$ cat src/rtl/breakout_pkg.sv
// Shared breakout types: FSM states, bounce-axis constants, index-width helper.
package breakout_pkg;

  typedef enum logic [1:0] {IDLE, SCAN, DONE} state_e;

  localparam logic SIDE_Y = 1'b0;
  localparam logic SIDE_X = 1'b1;

  function automatic int idx_bits(input int n);
    return (n > 1) ? $clog2(n) : 1;
  endfunction

  localparam int BRICK_IDX_W = idx_bits(4 * 8);

endpackage

$ cat src/rtl/brick_hit_test.sv
// One brick box against the ball box: strict overlap test plus bounce axis
// (shallower penetration axis is the one that flips).
module brick_hit_test
  import breakout_pkg::*;
(
  input  logic        alive_i,
  input  logic [11:0] x1_i,
  input  logic [11:0] x2_i,
  input  logic [11:0] y1_i,
  input  logic [11:0] y2_i,
  input  logic [11:0] bx1_i,
  input  logic [11:0] bx2_i,
  input  logic [11:0] by1_i,
  input  logic [11:0] by2_i,
  output logic        hit_o,
  output logic        side_o
);

  logic [11:0] lo_x, hi_x, lo_y, hi_y, ox, oy;

  always_comb begin
    hit_o  = alive_i && (bx1_i < x2_i) && (bx2_i > x1_i) &&
             (by1_i < y2_i) && (by2_i > y1_i);
    lo_x   = (bx1_i > x1_i) ? bx1_i : x1_i;
    hi_x   = (bx2_i < x2_i) ? bx2_i : x2_i;
    lo_y   = (by1_i > y1_i) ? by1_i : y1_i;
    hi_y   = (by2_i < y2_i) ? by2_i : y2_i;
    // Only meaningful when hit_o is set, so both differences are positive.
    ox     = hi_x - lo_x;
    oy     = hi_y - lo_y;
    side_o = (ox >= oy) ? SIDE_Y : SIDE_X;
  end

endmodule

$ cat src/rtl/brick_field.sv
// ROWS x COLS breakout brick wall: draw flag, one-brick-per-frame collision scan,
// score and clear state. Define ROW_POINTS_EN to score ROWS-r points per brick.
module brick_field
  import breakout_pkg::*;
#(
  parameter int ROWS    = 4,
  parameter int COLS    = 8,
  parameter int BW      = 60,
  parameter int BH      = 16,
  parameter int GAP     = 4,
  parameter int ORG_X   = 64,
  parameter int ORG_Y   = 48,
  parameter int SCORE_W = 9
) (
  input  logic               i_clk,
  input  logic               i_rst,
  input  logic               i_pix_stb,
  input  logic               i_animate,
  input  logic               i_restart,
  input  logic [9:0]         i_x,
  input  logic [8:0]         i_y,
  input  logic [11:0]        i_bx1,
  input  logic [11:0]        i_bx2,
  input  logic [11:0]        i_by1,
  input  logic [11:0]        i_by2,
  output logic               o_pix,
  output logic               o_hit,
  output logic               o_side,
  output logic [SCORE_W-1:0] o_score,
  output logic               o_clear,
  output logic               o_busy
);

  localparam int N   = ROWS * COLS;
  localparam int KW  = idx_bits(N);
  localparam int RW  = idx_bits(ROWS);
  localparam int CW  = idx_bits(COLS);
  localparam int SW1 = SCORE_W + 1;

  state_e             state_q, state_d;
  logic [N-1:0]       alive_q;
  logic [KW-1:0]      k_q;
  logic [RW-1:0]      r_q;
  logic [CW-1:0]      c_q;
  logic [11:0]        bx1_q, bx2_q, by1_q, by2_q;
  logic [SCORE_W-1:0] score_q, score_d;
  logic               hit_q, side_q, pix_q;
  logic [11:0]        sx1, sx2, sy1, sy2, px, py;
  logic               hit_w, side_w, last_w;
  logic [SCORE_W:0]   pts, sum;
  logic [N-1:0]       in_brick;

  // Box of the brick under test, from the row/column counters that track k_q.
  always_comb begin
    sx1 = 12'(ORG_X) + 12'(c_q) * 12'(BW + GAP);
    sx2 = sx1 + 12'(BW);
    sy1 = 12'(ORG_Y) + 12'(r_q) * 12'(BH + GAP);
    sy2 = sy1 + 12'(BH);
  end

  brick_hit_test u_hit (
    .alive_i (alive_q[k_q]),
    .x1_i    (sx1),
    .x2_i    (sx2),
    .y1_i    (sy1),
    .y2_i    (sy2),
    .bx1_i   (bx1_q),
    .bx2_i   (bx2_q),
    .by1_i   (by1_q),
    .by2_i   (by2_q),
    .hit_o   (hit_w),
    .side_o  (side_w)
  );

  always_comb begin
`ifdef ROW_POINTS_EN
    pts = SW1'(ROWS) - SW1'(r_q);
`else
    pts = SW1'(1);
`endif
    sum     = {1'b0, score_q} + pts;
    score_d = sum[SCORE_W] ? '1 : sum[SCORE_W-1:0];
    last_w  = (k_q == KW'(N - 1));
  end

  always_ff @(posedge i_clk or posedge i_rst) begin
    if (i_rst) state_q <= IDLE;
    else       state_q <= state_d;
  end

  always_comb begin
    state_d = state_q;
    case (state_q)
      IDLE:    if (i_animate) state_d = SCAN;
      SCAN:    if (hit_w || last_w) state_d = DONE;
      DONE:    state_d = IDLE;
      default: state_d = IDLE;
    endcase
    if (i_restart) state_d = IDLE;
  end

  always_comb begin
    o_busy = (state_q != IDLE);
  end

  // Hit side effects are registered on the SCAN->DONE edge so that o_hit,
  // o_score, o_side and o_clear all change together in the DONE cycle.
  always_ff @(posedge i_clk or posedge i_rst) begin
    if (i_rst) begin
      alive_q <= '1;
      k_q     <= '0;
      r_q     <= '0;
      c_q     <= '0;
      bx1_q   <= '0;
      bx2_q   <= '0;
      by1_q   <= '0;
      by2_q   <= '0;
      score_q <= '0;
      hit_q   <= 1'b0;
      side_q  <= SIDE_Y;
    end else if (i_restart) begin
      alive_q <= '1;
      score_q <= '0;
      hit_q   <= 1'b0;
      k_q     <= '0;
      r_q     <= '0;
      c_q     <= '0;
    end else begin
      hit_q <= 1'b0;
      case (state_q)
        IDLE: if (i_animate) begin
          bx1_q <= i_bx1;
          bx2_q <= i_bx2;
          by1_q <= i_by1;
          by2_q <= i_by2;
          k_q   <= '0;
          r_q   <= '0;
          c_q   <= '0;
        end
        SCAN: if (hit_w) begin
          alive_q[k_q] <= 1'b0;
          hit_q        <= 1'b1;
          side_q       <= side_w;
          score_q      <= score_d;
        end else if (!last_w) begin
          k_q <= k_q + 1'b1;
          if (c_q == CW'(COLS - 1)) begin
            c_q <= '0;
            r_q <= r_q + 1'b1;
          end else begin
            c_q <= c_q + 1'b1;
          end
        end
        default: ;
      endcase
    end
  end

  assign px = {2'b00, i_x};
  assign py = {3'b000, i_y};

  for (genvar gr = 0; gr < ROWS; gr++) begin : g_row
    for (genvar gc = 0; gc < COLS; gc++) begin : g_col
      localparam logic [11:0] X1 = 12'(ORG_X + gc * (BW + GAP));
      localparam logic [11:0] X2 = 12'(ORG_X + gc * (BW + GAP) + BW);
      localparam logic [11:0] Y1 = 12'(ORG_Y + gr * (BH + GAP));
      localparam logic [11:0] Y2 = 12'(ORG_Y + gr * (BH + GAP) + BH);
      assign in_brick[gr*COLS+gc] = alive_q[gr*COLS+gc] &&
                                    (px > X1) && (px < X2) && (py > Y1) && (py < Y2);
    end
  end

  always_ff @(posedge i_clk or posedge i_rst) begin
    if (i_rst)          pix_q <= 1'b0;
    else if (i_pix_stb) pix_q <= |in_brick;
  end

  assign o_pix   = pix_q;
  assign o_hit   = hit_q;
  assign o_side  = side_q;
  assign o_score = score_q;
  assign o_clear = ~|alive_q;

endmodule

$ cat config.mk
export PLATFORM = sky130hd
export DESIGN_NAME = brick_field
export DESIGN_NICKNAME = d
export VERILOG_FILES = /design/src/rtl/breakout_pkg.sv /design/src/rtl/brick_hit_test.sv /design/src/rtl/brick_field.sv
export SDC_FILE = /design/constraint.sdc
export NUM_CORES = 1
export LEC_CHECK = 0
export CAP_MARGIN = 15
export CORE_MARGIN = 4
export CORE_UTILIZATION = 52
export DETAILED_ROUTE_END_ITERATION = 16
export HOLD_SLACK_MARGIN = 0.03
export PLACE_DENSITY = 0.84
export SYNTH_ARGS = -nofsm -noshare
export SYNTH_HDL_FRONTEND = slang
export SYNTH_SLANG_ARGS = --single-unit
$ cat constraint.sdc
create_clock -name i_clk -period 4.9 [get_ports i_clk]
set_clock_uncertainty 0.2 [all_clocks]
set_input_delay 0.49 -clock i_clk [delete_from_list [all_inputs] [get_ports i_clk]]
set_output_delay 0.49 -clock i_clk [all_outputs]
set_load 0.01 [all_outputs]
# Word-level counts from Yosys, hierarchy flattened
# Index checks and enable logic that the tools add are counted.
[word_totals] reg_bits=104 latch_bits=0 ram_bits=0 rom_bits=0 inputBits=72 out_inout_bits=14 elab_cells=258 mem_count=0
[op_classes] n_addsub=10 mul=1 div=0 order_cmp=35 eq_ne=8 n_shift=0 mux=40 bitwise_logic=3 reduce_logical=148
[ops] op="$logic_and 1x1->1" count=133
[ops] op="$mux 32" count=3
[ops] op="$reduce_or 32->1" count=2
[ops] op="$mux 12" count=4
[ops] op="$gt 10x9->1 const B" count=4
[ops] op="$lt 10x9->1 const B" count=4
[ops] op="$lt 9x7->1 const B" count=4
[ops] op="$mux 9" count=4
[ops] op="$and 32x32->32" count=1
[ops] op="$not 32->32" count=1
[ops] op="$gt 9x7->1 const B" count=3
[ops] op="$gt 12x10->1" count=2
[ops] op="$gt 12x8->1" count=2
[ops] op="$lt 12x11->1" count=2
[ops] op="$lt 12x9->1" count=2
[ops] op="$sub 12x12->12" count=2
[ops] op="$gt 10x8->1 const B" count=2
[ops] op="$lt 10x8->1 const B" count=2
[ops] op="$mux 5" count=4
[ops] op="$mux 2" count=8
[ops] op="$mux 3" count=5
[ops] op="$ne 3x3->1 const B" count=5
[ops] op="$ge 12x12->1" count=1
[ops] op="$add 10x6->11 const B" count=1
[ops] op="34 further kinds" count=44

# Longest topological paths before layout
# Gate-level depths: netlist of run 1.
[logic_depth] depth_word=11 ltp_mapped=27 depth_no_buf=26

# By module
# A second synthesis of run 1 with hierarchy kept.
[unflattened] hier_cells=987 area_unflattened_um2=9062.4
[modules_own_cells] mod="brick_field" instances=1 cells_each=467 area_per_inst_um2=5208.7
[modules_own_cells] mod="brick_hit_test" instances=1 cells_each=520 area_per_inst_um2=3853.7

# Least setup slack after synthesis of run 1
# No wires, ideal clock.
[synth_timing] kind="reg2reg" start="register r_q[0]" end="register side_q (netlist: o_side)" setup_ns=0.125 arrival_time_ns=4.853 required_ns=4.575 path_slack_ns=-0.278 stages_incl_launch_ff=23 path_buffers=1 period_less_slack_ns=5.178 cell_sequence="dfrtp_1 > inv_1 > ha_1 > clkbuf_1 > a21oi_1 > o2bb2ai_1 > nor2_1 > nor2_1 > o311ai_1 > nand2_1 > ha_1 > nor2b_1 > o21ai_0 > a21boi_0 > o41a_1 > a41o_1 > o41ai_1 > xnor2_1 > ha_1 > nand4_1 > nor2_1 > a21oi_1 > mux2_2"
[synth_between] elab_chain_cells=8 word_cells_on_any_way=15 cone_classes="add/sub: 3; mul: 1; order compare: 5; mux: 3; reduce/logical: 3"
[synth_rtl] element="start: declaration" line_no="brick_field.sv:43" rtl="logic [RW-1:0] r_q;"
[synth_rtl] element="start signal: assignment" line_no="brick_field.sv:149" rtl="r_q <= r_q + 1'b1;"
[synth_rtl] element="$mul 2x3->5 (*)" line_no="brick_field.sv:57" rtl="sy1 = 12'(ORG_Y) + 12'(r_q) * 12'(BH + GAP);"
[synth_rtl] element="$add 6x7->8 (*)" line_no="brick_field.sv:57"
[synth_rtl] element="$add 8x5->9" line_no="brick_field.sv:58" rtl="sy2 = sy1 + 12'(BH);"
[synth_rtl] element="$lt 12x9->1" line_no="brick_hit_test.sv:27" rtl="hi_y = (by2_i < y2_i) ? by2_i : y2_i;"
[synth_rtl] element="$mux 12" line_no="brick_hit_test.sv:27"
[synth_rtl] element="$sub 12x12->12" line_no="brick_hit_test.sv:30" rtl="oy = hi_y - lo_y;"
[synth_rtl] element="$ge 12x12->1" line_no="brick_hit_test.sv:31" rtl="side_o = (ox >= oy) ? SIDE_Y : SIDE_X;"
[synth_rtl] element="$mux 1" line_no="brick_hit_test.sv:31"
[synth_rtl] element="end signal: assignment" line_no="brick_field.sv:143" rtl="side_q <= side_w;"
[synth_rtl] element="end: declaration" line_no="brick_field.sv:47" rtl="logic hit_q, side_q, pix_q;"
# Every way passes the cells marked *; elsewhere a longest branch is shown, timed or not.
# A chain may end at the register's enable or synchronous reset.

# Final worst setup path of run 1
[layout_timing] start="register r_q[1]" end="register side_q (netlist: o_side)"
# Same word-level chain as after synthesis.

==> results of run 1 <==
## cell usage after synthesis, types with 5 or more instances
master and instances:
nor3_1 13, nand4_1 7, a21o_1 7, nor2_1 77, dfstp_2 32, dfrtp_1 72, nor4_1 15, ha_1 67
xnor2_1 12, a2111oi_0 6, clkbuf_1 20, o21ai_0 40, or4_1 6, o21a_1 5, and2_1 8, nand2b_1 10
or2_2 8, and3_1 10, a21oi_1 22, xor2_1 9, a22o_1 11, inv_1 43, nand2_1 54, o211ai_1 6
nor2b_1 20, nand3_1 15, a31oi_1 38, mux2i_1 12, mux2_2 45, mux4_1 7
## cells by family (layout without fill, tap and decap cells)
group	after synthesis	in the layout	share of synthesized area [%]
and+or+nand+nor	259	259	17.3
muxes	69	69	12.2
other	1	4	0.0498
adders and majority gates	69	69	11.7
DFF	104	104	35.1
xor gates and xnor gates	21	21	2.44
AOI/OAI and AO/OA	186	186	16.7
buffers and inverters	75	173	4.54
## report_power, final
group,internal [mW],leakage (nW),total (mW),switching [mW]
Combinational,0.607,2.42,1.22,0.616
Clock,0.357,0.140,0.717,0.360
Sequential,0.951,1.24,1.06,0.108
Total,1.91,3.80,3.00,1.08
## worst max-delay path by stage
stage                     slack (ps)            endpoint  cells past startpoint          startpoint
after global placement           100  o_side$_DFFE_PP0P_                     25  c_q[0]$_DFFE_PP0P_
after floorplan                    9  o_side$_DFFE_PP0P_                     25  c_q[0]$_DFFE_PP0P_
after global routing            -100  o_side$_DFFE_PP0P_                     25  c_q[1]$_DFFE_PP0P_
final                            130  o_side$_DFFE_PP0P_                     25  r_q[1]$_DFFE_PP0P_
after detailed placement         -80  o_side$_DFFE_PP0P_                     25  c_q[0]$_DFFE_PP0P_
after CTS                          3  o_side$_DFFE_PP0P_                     22  c_q[0]$_DFFE_PP0P_
## worst reg2reg max path, cell delays in order (launching register included)
cell,delay (ps)
dfrtp_1,400
buf_4,140
buf_4,140
ha_1,180
nand2_2,100
ha_1,240
a211oi_2,190
o21ai_1,120
nor2b_1,140
buf_4,180
nand2b_1,150
ha_1,220
fa_1,410
nor2b_1,140
o21ai_1,80
a21boi_1,150
o21ai_1,100
a21oi_2,230
nor3_2,100
a311oi_2,280
ha_1,280
nor2b_1,130
o21ai_1,110
nand2b_1,60
a21oi_1,110
mux2_2,150
## metrics by stage
step | cells | setup slack, ps | util [%] | power, mW
after floorplan | 787 | 8.65 | - | 1.87
after global placement | 1043 | 97.8 | 61.5 | 2.16
after detailed placement | 1043 | -77.6 | 61.5 | 2.20
after CTS | 1059 | 3.42 | 63.6 | 2.93
after global routing | 1065 | -105 | 64.9 | 3.20
final | 1065 | 130 | 64.9 | 3.00
## cell type report
cell class                      instances  area (sq um)
Timing Repair Buffer                  114          1070
Fill cell                            1129          4920
Sequential cell                       104          2640
Multi-Input combinational cell        608          4730
Clock buffer                           10           229
Inverter                               43           164
Tap cell                              180           225
Clock inverter                          6          55.1
## sequential cells by signal, indices dropped and copies added, names as in the netlist
signal   flops
bx2_q       12
c_q          3
o_hit        1
by2_q       12
o_side       1
bx1_q       12
alive_q     32
o_score      9
by1_q       12
state_q      2
k_q          5
o_pix        1
r_q          2
## routing by layer
layer	global-route usage (%)	vias to the layer above	part of all wire, %
met3	4.21	27	5.5
met1	31.6	3157	44
met4	5.18	0	1.5
met5	0	-	0
met2	38.8	201	49
li1	-	3094	-
## timing repair
item,4_1_cts,5_1_grt
pin swaps,1,22
setup endpoints to repair,1,1
gates resized for setup,3,41
buffers inserted,0,6
==> summary.md, run 1 <==
| Metric | Value |
|---|---|
| Status | `finished clean` |
| Worst slew margin | `34.6%` |
| Slew Limit Fails | `0` |
| Fin. Hold Viols | `0` |
| Ports | `86` |
| Pwr dens | `329 mW/mm^2` |
| Share of post-route cells with drive strength above 1 | `19.8%` |
| DRC Markers | `0` |
| Drt total wl | `19300 um` |
| CP max stage cell | `fa_1` |
| Crit path DAT | `4880 ps` |
| Main synth FF type | `dfrtp_1` |
| Root Buffer | `clkbuf_16` |
| Synth Instances | `784` |
| Die width | `128 um` |
| Post-synthesis sequential area ratio | `35.1%` |
| Fin Hold WS | `308 ps` |
| Setup Viol. Count Final | `0` |
| Max-Cap Viols | `0` |
| DP Wirelength | `14000 um` |
| Initial antenna violation count | `0` |
| F_max | `210 MHz` |
| Vias after detailed routing | `6479` |
| Crit. End Element | `flop` |
| Antenna Violating Nets Remaining | `0` |
| Cts hold-fix bufs | `0` |
| Post-place instance area | `0.00863 sq mm` |
| Worst-Margin Slew | `981 ps` |
| Aggregate negative setup slack | `0 ps` |
| Delay-heaviest family, CP | `compound AO/OA/AOI/OAI gates` |
| Pre-antenna DRT Iters | `5` |
| Initial core utilization | `53.6%` |
| CTS Buf Count | `9` |
| Slowest cell delay on critical path | `410 ps` |
| Number of enable flip-flop cells after synthesis | `0` |
| Cell area after layout | `0.00912 sq mm` |
| Clock period minus worst slack | `4770 ps` |
| CP required | `5010 ps` |
| Reg-to-Reg Start | `r_q[1]$_DFFE_PP0P_` |
| Diodes inserted | `0` |
| Largest net degree at the start of global routing | `81` |
| Unique cell type count in the Yosys netlist | `78` |
| Average cell area after synthesis | `9.60 sq um` |
| GRT overflow | `0` |
| YS warnings | `0` |
| Number of buffers and inverters on the critical path | `3` |
| Most common cell after layout, fill and taps aside | `clkdlybuf4s50_1` |
| RSZ-0062 raised after global routing | `true` |
| GP Congestion | `0.968` |
| Clock slew at reported path FFs | `80 ps` |
| Hold Crit Start | `by2_q[8]$_DFFE_PP0P_` |
| Cell Area, Synth | `0.00753 sq mm` |
| Top-area cell type share of the netlist area | `23.9%` |
| Startpoint types | `flop` |
| Reg2reg setup slack | `130 ps` |
| CTS H-Tree Depth | `3` |
| Site Rows | `43` |
| Leakage Power | `3.80 nW` |
| Die footprint | `0.0165 sq mm` |
| Die height | `128 um` |
| Most frequent cells in the layout | `clkdlybuf4s50_1 (85), nor2_1 (75), dfrtp_1 (71), ha_1 (63), nand2_1 (53)` |
| Final worst path period share | `97.3%` |
| Hold Crit Endpoint | `by2_q[8]$_DFFE_PP0P_` |
| Num Clock Sinks | `104` |
| Top cells by area, synth | `dfrtp_1 (24%), dfstp_2 (11%), ha_1 (11%), mux2_2 (6.7%), nor2_1 (3.8%)` |
| Crit Path Max Fanout | `8` |
| First-pass GRT wire length | `31300 um` |
| Post-synth top area cell | `dfrtp_1` |
| Peak VDD IR | `411 uV` |
| Async SR Flop Fraction | `100%` |
| Syn-to-layout area delta | `21.1%` |
| Wire length per cell | `18.1 um` |
| Input/output buffers | `85` |
| CP Class | `flop to flop` |
| Vias in the first global route | `6365` |
| TritonCTS clock tree | `done` |
| Core ar. | `0.0140 sq mm` |
| Skew-Pair Late Insertion Delay | `370 ps` |
| Reg2Reg Capture Point | `o_side$_DFFE_PP0P_` |
| Hold Path Depth | `1` |
| Hold Crit Class | `flop to flop` |
| Initial DRC count | `423` |
| # nets final | `1021` |
| Gr usage total | `23.2%` |
| Vias per cell | `6.08` |
| Reg2Reg Depth | `25` |
| Yosys reg bits | `104` |
| Max Root-Sink Buffers | `2` |
Power figures use the tool's default switching activity.
==> inputs of run 2 (changes only) <==
- CORE_MARGIN: 4 -> unset
- HOLD_SLACK_MARGIN: 0.03 -> unset
==> run 2 against run 1 <==
  * Combinational power up 5%
  * Clock power decreased by 2%
  * Non-clock buffer count is 4 lower
  * Critical path type unchanged
  * Cell count fell by 0.38%
  * Clock-buffer cell count is the same
  * Critical endpoint unchanged
==> summary.md, run 2 (synthesis gave the netlist of run 1 again) <==
| Metric | Value |
|---|---|
| Initial antenna violation count | `0 (unchanged)` |
| Reg2Reg Depth | `23 (-8.0%)` |
| Hold Crit Start | `by2_q[11]$_DFFE_PP0P_` |
| First-pass GRT wire length | `30700 um (-1.8%)` |
| CP required | `4950 ps (-60 ps)` |
| Clock period minus worst slack | `4730 ps (-36.0 ps)` |
| Syn-to-layout area delta | `21.8%` |
| Core ar. | `0.0140 sq mm (-0.38%)` |
| Drt total wl | `19200 um (-0.51%)` |
| Max Root-Sink Buffers | `2 (unchanged)` |
| Site Rows | `43 (unchanged)` |
| Reg2Reg Capture Point | `o_side$_DFFE_PP0P_` |
| GRT overflow | `0 (unchanged)` |
| Internal Pwr Total | `1.94 mW (+1.2%)` |
| Combinational share of power | `42.1% (+1.3 points)` |
| Largest net degree at the start of global routing | `73 (-9.9%)` |
| # nets final | `1017 (-0.39%)` |
| DP Wirelength | `13400 um (-3.9%)` |
| Diodes inserted | `0 (unchanged)` |
| Most common cell after layout, fill and taps aside | `clkdlybuf4s50_1` |
| Vias after detailed routing | `6554 (+1.2%)` |
| Initial core utilization | `53.8% (+0.21 points)` |
| Crit path DAT | `4780 ps (-100 ps)` |
| Number of buffers and inverters on the critical path | `2 (-1)` |
| Status | `finished clean` |
| Pre-CTS setup slack | `22.2 ps (+99.8 ps)` |
| Root Buffer | `clkbuf_16` |
| Die width | `122 um (-4.7%)` |
| Input/output buffers | `85 (unchanged)` |
| Setup Viol. Count Final | `0 (unchanged)` |
| Hold Crit Endpoint | `by2_q[11]$_DFFE_PP0P_` |
| Antenna Violating Nets Remaining | `0 (unchanged)` |
| Ports | `86 (unchanged)` |
| Vias in the first global route | `6311 (-0.85%)` |
| CTS H-Tree Depth | `3 (unchanged)` |
| Wire length per cell | `18.1 um (-0.13%)` |
| Leakage Power | `3.79 nW (-0.16%)` |
| CP cell instances | `ha_2, ha_4, inv_4, ha_1, a2111oi_4, o21ai_1, buf_4, nor2_1, ha_1, nor2b_1, o21ai_1, a21boi_2, or4_1, nand4_1, nand3b_1, xor2_1, ha_1, a21oi_2, nor2b_1, o21ai_1, nand2b_1, a21oi_2, mux2_4` |
| Reg-to-Reg Start | `c_q[1]$_DFFE_PP0P_` |
| Pre-antenna DRT Iters | `5 (unchanged)` |
| Slew Limit Fails | `0 (unchanged)` |
| Most frequent cells in the layout | `clkdlybuf4s50_1 (85), nor2_1 (76), dfrtp_1 (71), ha_1 (61), nand2_1 (52)` |
| Crit. End Element | `flop` |
| Crit Path Max Fanout | `7 (-1)` |
| Reg2reg setup slack | `170 ps (+40 ps)` |
| Slowest cell delay on critical path | `440 ps (+30 ps)` |
| Part of the power in registers | `34.9% (-0.4 points)` |
| CTS Buf Count | `9 (unchanged)` |
| Sw frac | `36.4% (+0.25 points)` |
| Die height | `122 um (-4.7%)` |
| Final worst path period share | `96.6% (-0.74 points)` |
| DRC Markers | `0 (unchanged)` |
| Clk pwr share | `23.0% (-0.9 points)` |
| CP max stage cell | `or4_1` |
| Die footprint | `0.0150 sq mm (-9.1%)` |
| Worst-Margin Slew | `879 ps (-101 ps)` |
| Fin Hold WS | `306 ps (-2.42 ps)` |
| GP Congestion | `0.981 (+1.3%)` |
| Delay-heaviest family, CP | `adder cells` |
| F_max | `211 MHz (+0.76%)` |
| Fin. Hold Viols | `0 (unchanged)` |
| Initial DRC count | `427 (+0.95%)` |
| Max-Cap Viols | `0 (unchanged)` |
| Max reg flops | `32 (unchanged)` |
| Worst slew margin | `41.4% (+6.8 points)` |
| TritonCTS clock tree | `done` |
| Hold Path Depth | `1 (unchanged)` |
| Pwr dens | `332 mW/mm^2 (+0.99%)` |
| Peak VDD IR | `335 uV (-19%)` |
| Switching power | `1.11 mW (+2.3%)` |
| Num Clock Sinks | `104 (unchanged)` |
| Vias per cell | `6.18 (+1.5%)` |
| Gr usage total | `26.1% (+2.9 points)` |
| CP Class | `flop to flop` |
| Startpoint types | `flop` |
| Clock slew at reported path FFs | `70 ps (about the same)` |
| Largest register by flop count | `alive_q` |
| Share of post-route cells with drive strength above 1 | `20.8% (+1.0 points)` |
| Hold Crit Class | `flop to flop` |
| Skew-Pair Late Insertion Delay | `360 ps (about the same)` |
| Setup ws final | `166 ps (+36.0 ps)` |
run 2: cell count changes in the layout (fill, tap and decap cells not counted), sizes merged:
cell / delta
clkinv: +1
inv: -1
buf: -4
run 2: worst max path at each step:
stage,startpoint,slack [ps],end,depth (start not counted)
5_1_grt,c_q[1]$_DFFE_PP0P_,-70,o_side$_DFFE_PP0P_,25
4_1_cts,c_q[1]$_DFFE_PP0P_,20,o_side$_DFFE_PP0P_,23
3_3_place_gp,c_q[1]$_DFFE_PP0P_,130,o_side$_DFFE_PP0P_,21
6_report,c_q[1]$_DFFE_PP0P_,170,o_side$_DFFE_PP0P_,23
3_5_place_dp,r_q[1]$_DFFE_PP0P_,20,o_side$_DFFE_PP0P_,24
2_1_floorplan,c_q[0]$_DFFE_PP0P_,9,o_side$_DFFE_PP0P_,25
run 2: layer usage:
layer	routed length, um	part of all wire (%)	track usage, %	up-vias
li1	-	-	-	3096
met1	8490	44	35.7	3146
met2	9130	48	41.9	270
met3	1050	5.5	3.58	42
met4	525	2.7	9.91	0
met5	0	0	0	-
run 2: worst reg2reg max path: stages, from the launching register on:
cell and delay, ps:
dfrtp_1 400, ha_2 210, ha_4 280, inv_4 50, ha_1 210, a2111oi_4 380
o21ai_1 150, buf_4 180, nor2_1 130, ha_1 250, nor2b_1 140, o21ai_1 190
a21boi_2 90, or4_1 440, nand4_1 130, nand3b_1 90, xor2_1 150, ha_1 310
a21oi_2 60, nor2b_1 100, o21ai_1 80, nand2b_1 80, a21oi_2 40, mux2_4 260
run 2: repair_timing:
action                                 in CTS  in global routing
setup endpoints to repair                   1                  1
hold buffers                                0                  0
gates resized for setup                     6                 57
endpoints found under the hold margin       0                  0
pin swaps                                   3                 37
buffers inserted                            0                  8
run 2: layout make-up:
type                    count  area (sq um)
multi-input cells         608          4800
well taps                 180           225
clock buffers              10           229
clock inverters             6          52.6
inverters                  43           169
repair buffers            110          1050
flip-flops and latches    104          2640
fillers                  1124          4820
run 2: power groups by stage:
stage               logic [mW]  clock network, mW  registers [mW]
floorplan                0.850                  0            1.02
global placement          1.10                  0            1.06
CTS                       1.15              0.712            1.05
detailed placement        1.13                  0            1.06
finish                    1.28              0.702            1.06
global route              1.43              0.742            1.07
run 2: per-stage QoR:
step / area [sq um] / setup TNS [ps] / util, % / std cells / power, mW
2_1_floorplan: 7550 / 0 / - / 787 / 1.87
3_3_place_gp: 8590 / 0 / 61.4 / 1037 / 2.16
3_5_place_dp: 8590 / 0 / 61.4 / 1037 / 2.20
4_1_cts: 8890 / 0 / 63.6 / 1053 / 2.92
5_1_grt: 9170 / -72.2 / 65.6 / 1061 / 3.25
6_report: 9170 / 0 / 65.6 / 1061 / 3.05
==> inputs of run 3 (changes only) <==
- CELL_PAD_IN_SITES_DETAIL_PLACEMENT: unset -> 1
- CELL_PAD_IN_SITES_GLOBAL_PLACEMENT: unset -> 1
- CORE_UTILIZATION: 52 -> 41
- SYNTH_HIERARCHICAL: unset -> 1
==> run 3 against run 2 <==
  * The run now ends with negative setup slack left
  * Critical path depth rose by 4
  * Non-clock buffer count rose by 64
  * Global-route usage rose by 0.33 points
  * Sequential power rose by 8%
  * Largest power group unchanged
==> summary.md, run 3 <==
| Metric | Value |
|---|---|
| Synth Instances | `987 (+26%)` |
| Average cell area after synthesis | `9.18 sq um (-4.4%)` |
| Yosys reg bits | `104 (unchanged)` |
| Combinational share of power | `67.7% (+26 points)` |
| Register Area | `0.00264 sq mm (unchanged)` |
| Wire length per cell | `20.7 um (+14%)` |
| Max-Cap Viols | `0 (unchanged)` |
| CP Class | `flop to flop` |
| Number of enable flip-flop cells after synthesis | `0 (unchanged)` |
| Count leader, synth | `ha_1` |
| Die footprint | `0.0227 sq mm (+52%)` |
| Clock slew at reported path FFs | `80 ps (about the same)` |
| Clk pwr share | `12.8% (-10 points)` |
| Unique cell type count in the Yosys netlist | `72 (-7.7%)` |
| # nets final | `1393 (+37%)` |
| Vias per cell | `5.93 (-4.0%)` |
| Most frequent cells in the layout | `ha_1 (126), clkdlybuf4s50_1 (85), buf_4 (85), inv_1 (72), dfrtp_1 (71)` |
| Synth cell count leaders | `ha_1 (137), inv_1 (78), o21ai_0 (77)` |
| Non-Filler Instances | `1467 (+38%)` |
| Startpoint types | `flop` |
| Initial antenna violation count | `0 (unchanged)` |
| Antenna Violating Nets Remaining | `0 (unchanged)` |
| DRC Markers | `0 (unchanged)` |
| Part of the power in registers | `19.5% (-15 points)` |
| Core ar. | `0.0218 sq mm (+56%)` |
| Top-area cell type share of the netlist area | `19.9% (-4.1 points)` |
| Vias after detailed routing | `8698 (+33%)` |
| DP Wirelength | `21200 um (+57%)` |
| Sw frac | `44.8% (+8.4 points)` |
| Pre-antenna DRT Iters | `7 (+2)` |
| TritonCTS clock tree | `done` |
| Power Total | `5.90 mW (+94%)` |
| RSZ-0062 raised after global routing | `true` |
| Crit Path Max Fanout | `16 (+9)` |
| Ports | `86 (unchanged)` |
| Initial DRC count | `470 (+10%)` |
| CP required | `5010 ps (+60 ps)` |
| Status | `finished, violations left` |
| Reg-to-Reg Start | `r_q[1]$_DFFE_PP0P_` |
| Hold Crit Start | `o_pix$_DFFE_PP0P_` |
| Switching power | `2.64 mW (+140%)` |
| GP Congestion | `0.894 (-8.9%)` |
| GRT overflow | `0 (unchanged)` |
| Initial core utilization | `41.7% (-12 points)` |
| Vias in the first global route | `9081 (+44%)` |
| YS warnings | `6 (+6)` |
| Pre-CTS setup slack | `-586 ps (-608 ps)` |
| Crit path DAT | `5510 ps (+730 ps)` |
| Worst-Margin Slew | `904 ps (+24.3 ps)` |
| Max reg flops | `32 (unchanged)` |
| Final worst path period share | `110% (+14 points)` |
| Syn-to-layout area delta | `27.0%` |
| First-pass GRT wire length | `46600 um (+52%)` |
| Post-synth top area cell | `dfrtp_1` |
| Internal Pwr Total | `3.26 mW (+68%)` |
| Post-synthesis sequential area ratio | `29.2% (-5.9 points)` |
| Pwr dens | `513 mW/mm^2 (+54%)` |
| Hold Crit Class | `flop to flop` |
| Largest register by flop count | `alive_q` |
| Multi-input logic area | `0.00639 sq mm (+33%)` |
| Fill cells | `2536 (+130%)` |
| Diodes inserted | `0 (unchanged)` |
| Site Rows | `54 (+26%)` |
| Slew Limit Fails | `0 (unchanged)` |
| Num Clock Sinks | `104 (unchanged)` |
| CTS H-Tree Depth | `3 (unchanged)` |
| Cts hold-fix bufs | `0 (unchanged)` |
| Die width | `151 um (+23%)` |
| Fin. Hold Viols | `0 (unchanged)` |
| Setup Viol. Count Final | `1 (+1)` |
| Async SR Flop Fraction | `100% (unchanged)` |
| Share of post-route cells with drive strength above 1 | `21.7% (+0.88 points)` |
| Gr usage total | `26.4% (+0.33 points)` |
| F_max | `185 MHz (-12%)` |
| Drt total wl | `30300 um (+58%)` |
| Root Buffer | `clkbuf_16` |
| Cell Area, Synth | `0.00906 sq mm (+20%)` |
| Crit. End Element | `flop` |
| Placed Cells | `1421 (+37%)` |
| CP startpoint | `r_q[1]$_DFFE_PP0P_` |
| Leakage Power | `5.05 nW (+33%)` |
| Worst slew margin | `39.8% (-1.6 points)` |
| Peak VDD IR | `335 uV (about the same)` |
| Top cells by area, synth | `dfrtp_1 (20%), ha_1 (19%), dfstp_2 (9.3%), mux2_2 (6.6%), o21ai_0 (4.3%)` |
| Most common cell after layout, fill and taps aside | `ha_1` |
| Setup ws final | `-498 ps (-664 ps)` |
| CTS Buf Count | `9 (unchanged)` |
| Max Root-Sink Buffers | `2 (unchanged)` |
| Die height | `151 um (+23%)` |
| Main synth FF type | `dfrtp_1` |
| Violated checks | `negative setup slack` |
| Input/output buffers | `85 (unchanged)` |
| Largest net degree at the start of global routing | `68 (-6.8%)` |
| Clock period minus worst slack | `5400 ps (+664 ps)` |
| Skew-Pair Late Insertion Delay | `370 ps (about the same)` |
[run 3: cell types whose count changed in the layout (fill, tap and decap cells not counted), sizes merged, moves of 30 or more]
| cell | previous run | this run |
|---|---|---|
| ha | 67 | 137 |
| buf | 25 | 89 |
| o21ai | 42 | 83 |
| a21oi | 22 | 60 |
| conb | 4 | 41 |
| inv | 47 | 81 |
| a21o | 8 | 40 |
| a31oi | 38 | 8 |
[run 3: kinds of logic (layout without fill, tap and decap cells)]
kind of cell    Yosys count  after routing  synth area share [%]
compound gates          256            256                  18.3
xor+xnor                 20             20                  1.93
fa+ha+maj               139            139                  19.4
buf+inv                 108            269                  4.96
flops                   104            104                  29.2
mux                      72             72                  9.94
other cells               2             41                0.0829
simple gates            286            286                  16.3
[run 3: worst paths after layout]
| check | endpoint | slack (ps) | cells past startpoint |
|---|---|---|---|
| setup / recovery | o_side$_DFFE_PP0P_ | -500 | 27 |
| hold / removal | o_pix$_DFFE_PP0P_ | 300 | 1 |
| setup reg to reg | o_side$_DFFE_PP0P_ | -500 | 27 |
| hold reg to reg | o_pix$_DFFE_PP0P_ | 300 | 1 |
| max in group asynchronous | alive_q[29]$_DFFE_PP1P_ | 3010 | 3 |
| min in group asynchronous | by2_q[4]$_DFFE_PP0P_ | 440 | 2 |
[run 3: per-stage QoR]
step           TNS (ps)  hold slack [ps]  utilization, %  cell area [sq um]
6_report           -498              300            52.9              11500
5_1_grt            -711              325            52.9              11500
4_1_cts            -145              309            52.3              11400
3_5_place_dp       -586              292            49.4              10700
3_3_place_gp       -132              282            49.4              10700
2_1_floorplan         0              268               -               9260
[run 3: repair_timing]
item                       in CTS  in global routing
setup endpoints to repair       1                  1
resized for setup              33                 22
buffers inserted               24                  6
pin swaps                      29                 26
[run 3: layout make-up]
| cell class | instances | share of cell area [%] |
|---|---|---|
| Clock inverter | 6 | 0.533 |
| Sequential cell | 104 | 23.0 |
| Inverter | 79 | 2.62 |
| Timing Repair Buffer | 174 | 13.4 |
| Multi-Input combinational cell | 814 | 55.5 |
| Clock buffer | 10 | 1.99 |
| Tap cell | 280 | 3.04 |
[run 3: layer usage]
| layer | up-vias | wire length (um) | GRT usage [%] |
|---|---|---|---|
| met1 | 4333 | 12100 | 30.7 |
| li1 | 3961 | - | - |
| met4 | 0 | 1320 | 10.5 |
| met5 | - | 0 | 0 |
| met2 | 303 | 15400 | 48.3 |
| met3 | 101 | 1500 | 3.94 |
[run 3: critical path: stages, from the launching register on]
cell and delay [ps]:
dfrtp_1 400, buf_4 140, buf_4 150, ha_1 170, nor2b_2 150, inv_2 80
ha_4 220, and4_4 200, nor3_4 220, a31o_1 180, nor2b_4 260, buf_6 140
buf_8 150, nand2_1 100, o21ai_0 170, ha_1 340, buf_4 160, o21ai_2 80
a21oi_2 110, o21ai_1 200, nand2b_1 110, xnor2_1 210, ha_1 310, a2111oi_4 390
o21ai_2 120, a221oi_2 260, nand2_1 80, nand2_1 70
[run 3: power groups by stage]
stage	clock network [mW]	logic (mW)	registers, mW
2_1_floorplan	0	2.19	1.09
3_3_place_gp	0	2.94	1.16
3_5_place_dp	0	3.12	1.16
4_1_cts	0.761	3.54	1.15
5_1_grt	0.797	4.35	1.17
6_report	0.753	4.00	1.15
==> patch 1, RTL diff (settings of run 1) <==
Add an input register stage for `i_bx2`; this delays it by one clock. The other inputs are not delayed to match.
--- a/src/rtl/brick_field.sv
+++ b/src/rtl/brick_field.sv
@@ -36,6 +36,12 @@
   localparam int RW  = idx_bits(ROWS);
   localparam int CW  = idx_bits(COLS);
   localparam int SW1 = SCORE_W + 1;
+
+  logic [11:0] i_bx2_q;
+
+  always_ff @(posedge i_clk) begin
+    i_bx2_q <= i_bx2;
+  end
 
   state_e             state_q, state_d;
   logic [N-1:0]       alive_q;
@@ -130,7 +136,7 @@
       case (state_q)
         IDLE: if (i_animate) begin
           bx1_q <= i_bx1;
-          bx2_q <= i_bx2;
+          bx2_q <= i_bx2_q;
           by1_q <= i_by1;
           by2_q <= i_by2;
           k_q   <= '0;
Behaviour: not the same (Yosys sat finds a counterexample within 4 cycles, from zero or initial values and one cycle with i_rst high).
==> patch 1 against run 1 <==
The run now ends with negative setup slack left; fmax shrank 3.3%; cell area grew 8.8%; core utilization increased by 3.3 points; sequential power increased by 6%; synthesized area grew 2.6%; total power rose by 18%; critical path depth down 1; die area increased by 2.4%; routed wire length rose by 3.8%; sequential cell count up 12; cell count increased by 4.5%; setup slack worse by 160 ps; combinational power down 7%.
==> patch 1: results (changes against run 1) <==
stage;metric;value;unit;change
outcome;failing checks;negative setup slack;;
timing;Fin Setup TNS;-31.85;ps;-31.85 ps
route;Vias/cell;5.957;;-2.1%
placement;DP Area;8910;um^2;+3.2%
clocking;total CTS buffers;17;;+8
route;first-pass iteration count of the detailed router;5;;unchanged
route;DRT iter0 DRCs;565;;+34%
worst_hold_path;Hold Path End;bx2_q[6];;
placement;Post-DP HPWL;13.43;mm;-4.0%
clocking;Reg clk slew, reported paths;60;ps;-20 ps
pwr;Max IR drop VDD;0.3030;mV;-26%
pwr;leakage;0.004003;uW;+5.4%
worst_hold_path;Worst Hold Path Cells;2;;+1
timing;worst slew pin tran;854.1;ps;-126.9 ps
worst_setup_path;FF-to-FF path depth;24;;-4.0%
timing;Final setup viols;1;;+1
worst_setup_path;Crit-path slowest cell;dfrtp_1;;
worst_setup_path;data arrival time of the worst path;5050;ps;+170 ps
placement;Inst Count DP;1061;;+1.7%
grt;global-route wire length before repair;32.08;mm;+2.5%
clocking;H-tree depth;4;;+1
synth;post-synthesis sequential area ratio;0.3733;;+0.02223
grt;vias in the first global route;6617;;+4.0%
finish;Fill cells;1102;;-2.4%
synth;synth top area cells;dfrtp_1 23%, ha_1 11%, dfstp_2 11%, mux2_2 6.3%, a21oi_1 3.5%;;
synth;ys async rst share;0.8966;;-0.1034
synth;Synth Area per Inst;9.653;um^2;+0.54%
synth;top post-synthesis cells by count;72 x dfrtp_1, 68 x ha_1, 58 x nor2_1;;
worst_hold_path;hold_sp;i_bx2_q[6];;
clocking;Clock Latency Late Sink;430;ps;+60 ps
outcome;status;finished, violations left;;
worst_hold_path;Min-Delay Path Class;reg2reg;;
finish;layout cells sized above 1;0.2540;;+0.05630
placement;RD Place Congestion;0.8908;;-8.0%
timing;Final WS setup;-31.85;ps;-161.9 ps
-- patch 1: cell families (layout without fill, tap and decap cells) --
family	after synthesis	after routing	synth area share
AO/OA/AOI/OAI	183	183	0.1598
XOR/XNOR	19	19	0.02155
adder cells (fa/ha/maj)	71	71	0.1167
buffers and inverters	80	206	0.04358
flip-flops	116	116	0.3733
multiplexers	69	69	0.1077
other	1	4	0.0004856
AND/OR/NAND/NOR	261	261	0.1769
-- patch 1: repair_timing --
| item | CTS | global route |
|---|---|---|
| gates resized for setup | 17 | 45 |
| setup endpoints to repair | 1 | 1 |
| buffers inserted | 16 | 4 |
| pin swaps | 16 | 33 |
| hold endpoints to repair | 0 | 0 |
-- patch 1: metal layers --
metal	GRT usage	wire length, um
met1	0.2904	8060
met2	0.4225	10390
met3	0.04994	1099
met4	0.08007	478
met5	0	0
-- patch 1: power by group --
part / total (uW) / leakage [uW] / internal, uW / switching (uW)
clock network: 1290 / 0.000279 / 803 / 488
logic: 1130 / 0.00238 / 558 / 571
registers: 1120 / 0.00134 / 1040 / 81.6
total: 3540 / 0.00400 / 2400 / 1140
-- patch 1: layout make-up --
type                            instances  area (um^2)  area share
Multi-Input combinational cell        607         4812      0.4852
Timing Repair Buffer                  128         1202      0.1212
Clock inverter                         14        180.2     0.01817
Sequential cell                       116         2884      0.2908
Clock buffer                           18        429.2     0.04327
Inverter                               46        180.2     0.01817
Tap cell                              184        230.2     0.02321
-- patch 1: worst max-delay path by stage --
stage | cells after the start | slack [ps] | end | startpoint
2_1_floorplan | 26 | 9 | o_side | r_q[0]
3_3_place_gp | 22 | -70 | o_side | c_q[0]
3_5_place_dp | 22 | -280 | o_side | c_q[0]
4_1_cts | 27 | -7 | o_side | c_q[0]
5_1_grt | 26 | -200 | o_side | c_q[0]
6_report | 24 | -30 | o_side | r_q[1]
==> patch 2, RTL diff (flow settings as in run 1) <==
Made on the original files. Add a define of `ROW_POINTS_EN`.
--- a/src/rtl/brick_field.sv
+++ b/src/rtl/brick_field.sv
@@ -1,5 +1,7 @@
 // ROWS x COLS breakout brick wall: draw flag, one-brick-per-frame collision scan,
 // score and clear state. Define ROW_POINTS_EN to score ROWS-r points per brick.
+`define ROW_POINTS_EN
+
 module brick_field
   import breakout_pkg::*;
 #(
Check against the original RTL: not equivalent (a bounded check fails within 4 cycles, from zero or initial values and one cycle with i_rst high).
==> patch 2 against run 1 <==
Critical path type unchanged; via count grew 3.1%; global-route usage grew 0.063 points; synthesized area is essentially flat; setup slack gained 67 ps; cell area grew 1.5%; die area is essentially flat; routed wire length shrank 1.2%; highest routed layer unchanged; sequential cell count is the same; total power shrank 0.58%.
==> patch 2: results (changes against run 1) <==
stage;metric;value;unit;change
outcome;status;complete, no violations;;
finish;fraction of area in registers;0.2858;;-0.004156
finish;final core utilization;0.6588;;+0.009445
pwr;Max IR drop VDD;0.2578;mV;-37%
route;DRT iter0 DRCs;565;;+34%
synth;synth top area cells;dfrtp_1 24%, dfstp_2 11%, ha_1 11%, mux2_2 5.8%, nor2_1 3.5%;;
grt;global-route wire length before repair;31.41;mm;+0.37%
finish;Clock-cell share;0.02962;;-0.001529
synth;Post-Synth Adder-Cell Area;0.1219;;+0.005218
grt;met2 Use GR;0.3975;;+0.009500
finish;layout cells sized above 1;0.2037;;+0.005964
route;WL/cell;17.37;um;-4.2%
worst_setup_path;FF-to-FF path depth;23;;-8.0%
finish;layout buffer count excluding clock buffers;122;;+7.0%
timing;Worst slew margin;0.3025;;-0.04360
route;Vias/cell;6.087;;about the same
grt;GR met3 Demand/Resource;0.05313;;+0.01105
grt;met1 Use GR;0.2925;;-0.02360
worst_setup_path;R2R Setup Slk;200;ps;+70 ps
route;met3 WL;1.126;mm;+6.8%
finish;Multi-In Gates;639;;+5.1%
route;Routed met1 length;7.872;mm;-8.2%
grt;vias in the first global route;6596;;+3.6%
placement;RD Place Congestion;0.9468;;-2.2%
worst_setup_path;CP Max Fanout;4;;-4
placement;Inst Count DP;1077;;+3.3%
pwr;leakage;0.003830;uW;+0.84%
grt;largest net degree at the start of global routing;75;;-7.4%
synth;top post-synthesis cells by count;72 x dfrtp_1, 70 x nor2_1, 67 x ha_1;;
timing;Min Hold Slack;311.5;ps;+3.414 ps
route;vias after detailed routing;6683;;+3.1%
synth;Synth Area in Compound Gates;0.1598;;-0.007280
synth;Post-Synth XOR/XNOR Area;0.02441;;about the same
placement;pre-CTS setup slack;-89.63;ps;-12.00 ps
synth;post-synthesis mux area share;0.1098;;-0.01189
synth;Yosys cell types;71;;-9.0%
finish;Inverters;37;;-14%
pwr;share of power burned in registers;0.354;;about the same
grt;GRT Total Usage;0.2328;;+0.0006282
finish;Fill cells;1100;;-2.6%
finish;area of the multi-input gates;4828;um^2;+2.1%
pwr;switching part of the total;0.3598;;-0.001664
synth;instance count of the mapped netlist;813;;+3.7%
worst_setup_path;top cell family by delay on the critical path;adder cells;;
clocking;# resized after CTS;5;;+2
pwr;Clock Power Share;0.229;;-0.010
pwr;Pint;1909;uW;-0.32%
route;routed length on met2;9.613;mm;+2.6%
placement;DP Area;8736;um^2;+1.2%
worst_setup_path;Crit-path slowest cell;dfrtp_1;;
finish;NonClk Buf Share;0.1220;;+0.004400
patch 2: cell types whose count changed after synthesis, moves of 7 or more:
| cell | before | now |
|---|---|---|
| a21oi_1 | 22 | 36 |
| mux2i_1 | 12 | 23 |
| mux4_1 | 7 | 0 |
| nor2_1 | 77 | 70 |
| nor3_1 | 13 | 24 |
patch 2: kinds of logic (layout without fill, tap and decap cells):
kind of cell | count (synthesis) | count (layout)
and+or+nand+nor | 284 | 284
AOI/OAI and AO/OA | 189 | 189
DFF | 104 | 104
buffers and inverters | 73 | 175
adders and majority gates | 72 | 72
muxes | 69 | 69
xor gates and xnor gates | 21 | 21
other | 1 | 4
patch 2: how the worst max path moves through the flow:
stage	from	to	slack [ps]
2_1_floorplan	r_q[0]	o_side	8
3_3_place_gp	c_q[0]	o_side	50
3_5_place_dp	c_q[0]	o_side	-90
4_1_cts	r_q[1]	o_side	6
5_1_grt	r_q[0]	o_side	-50
6_report	r_q[1]	o_side	200
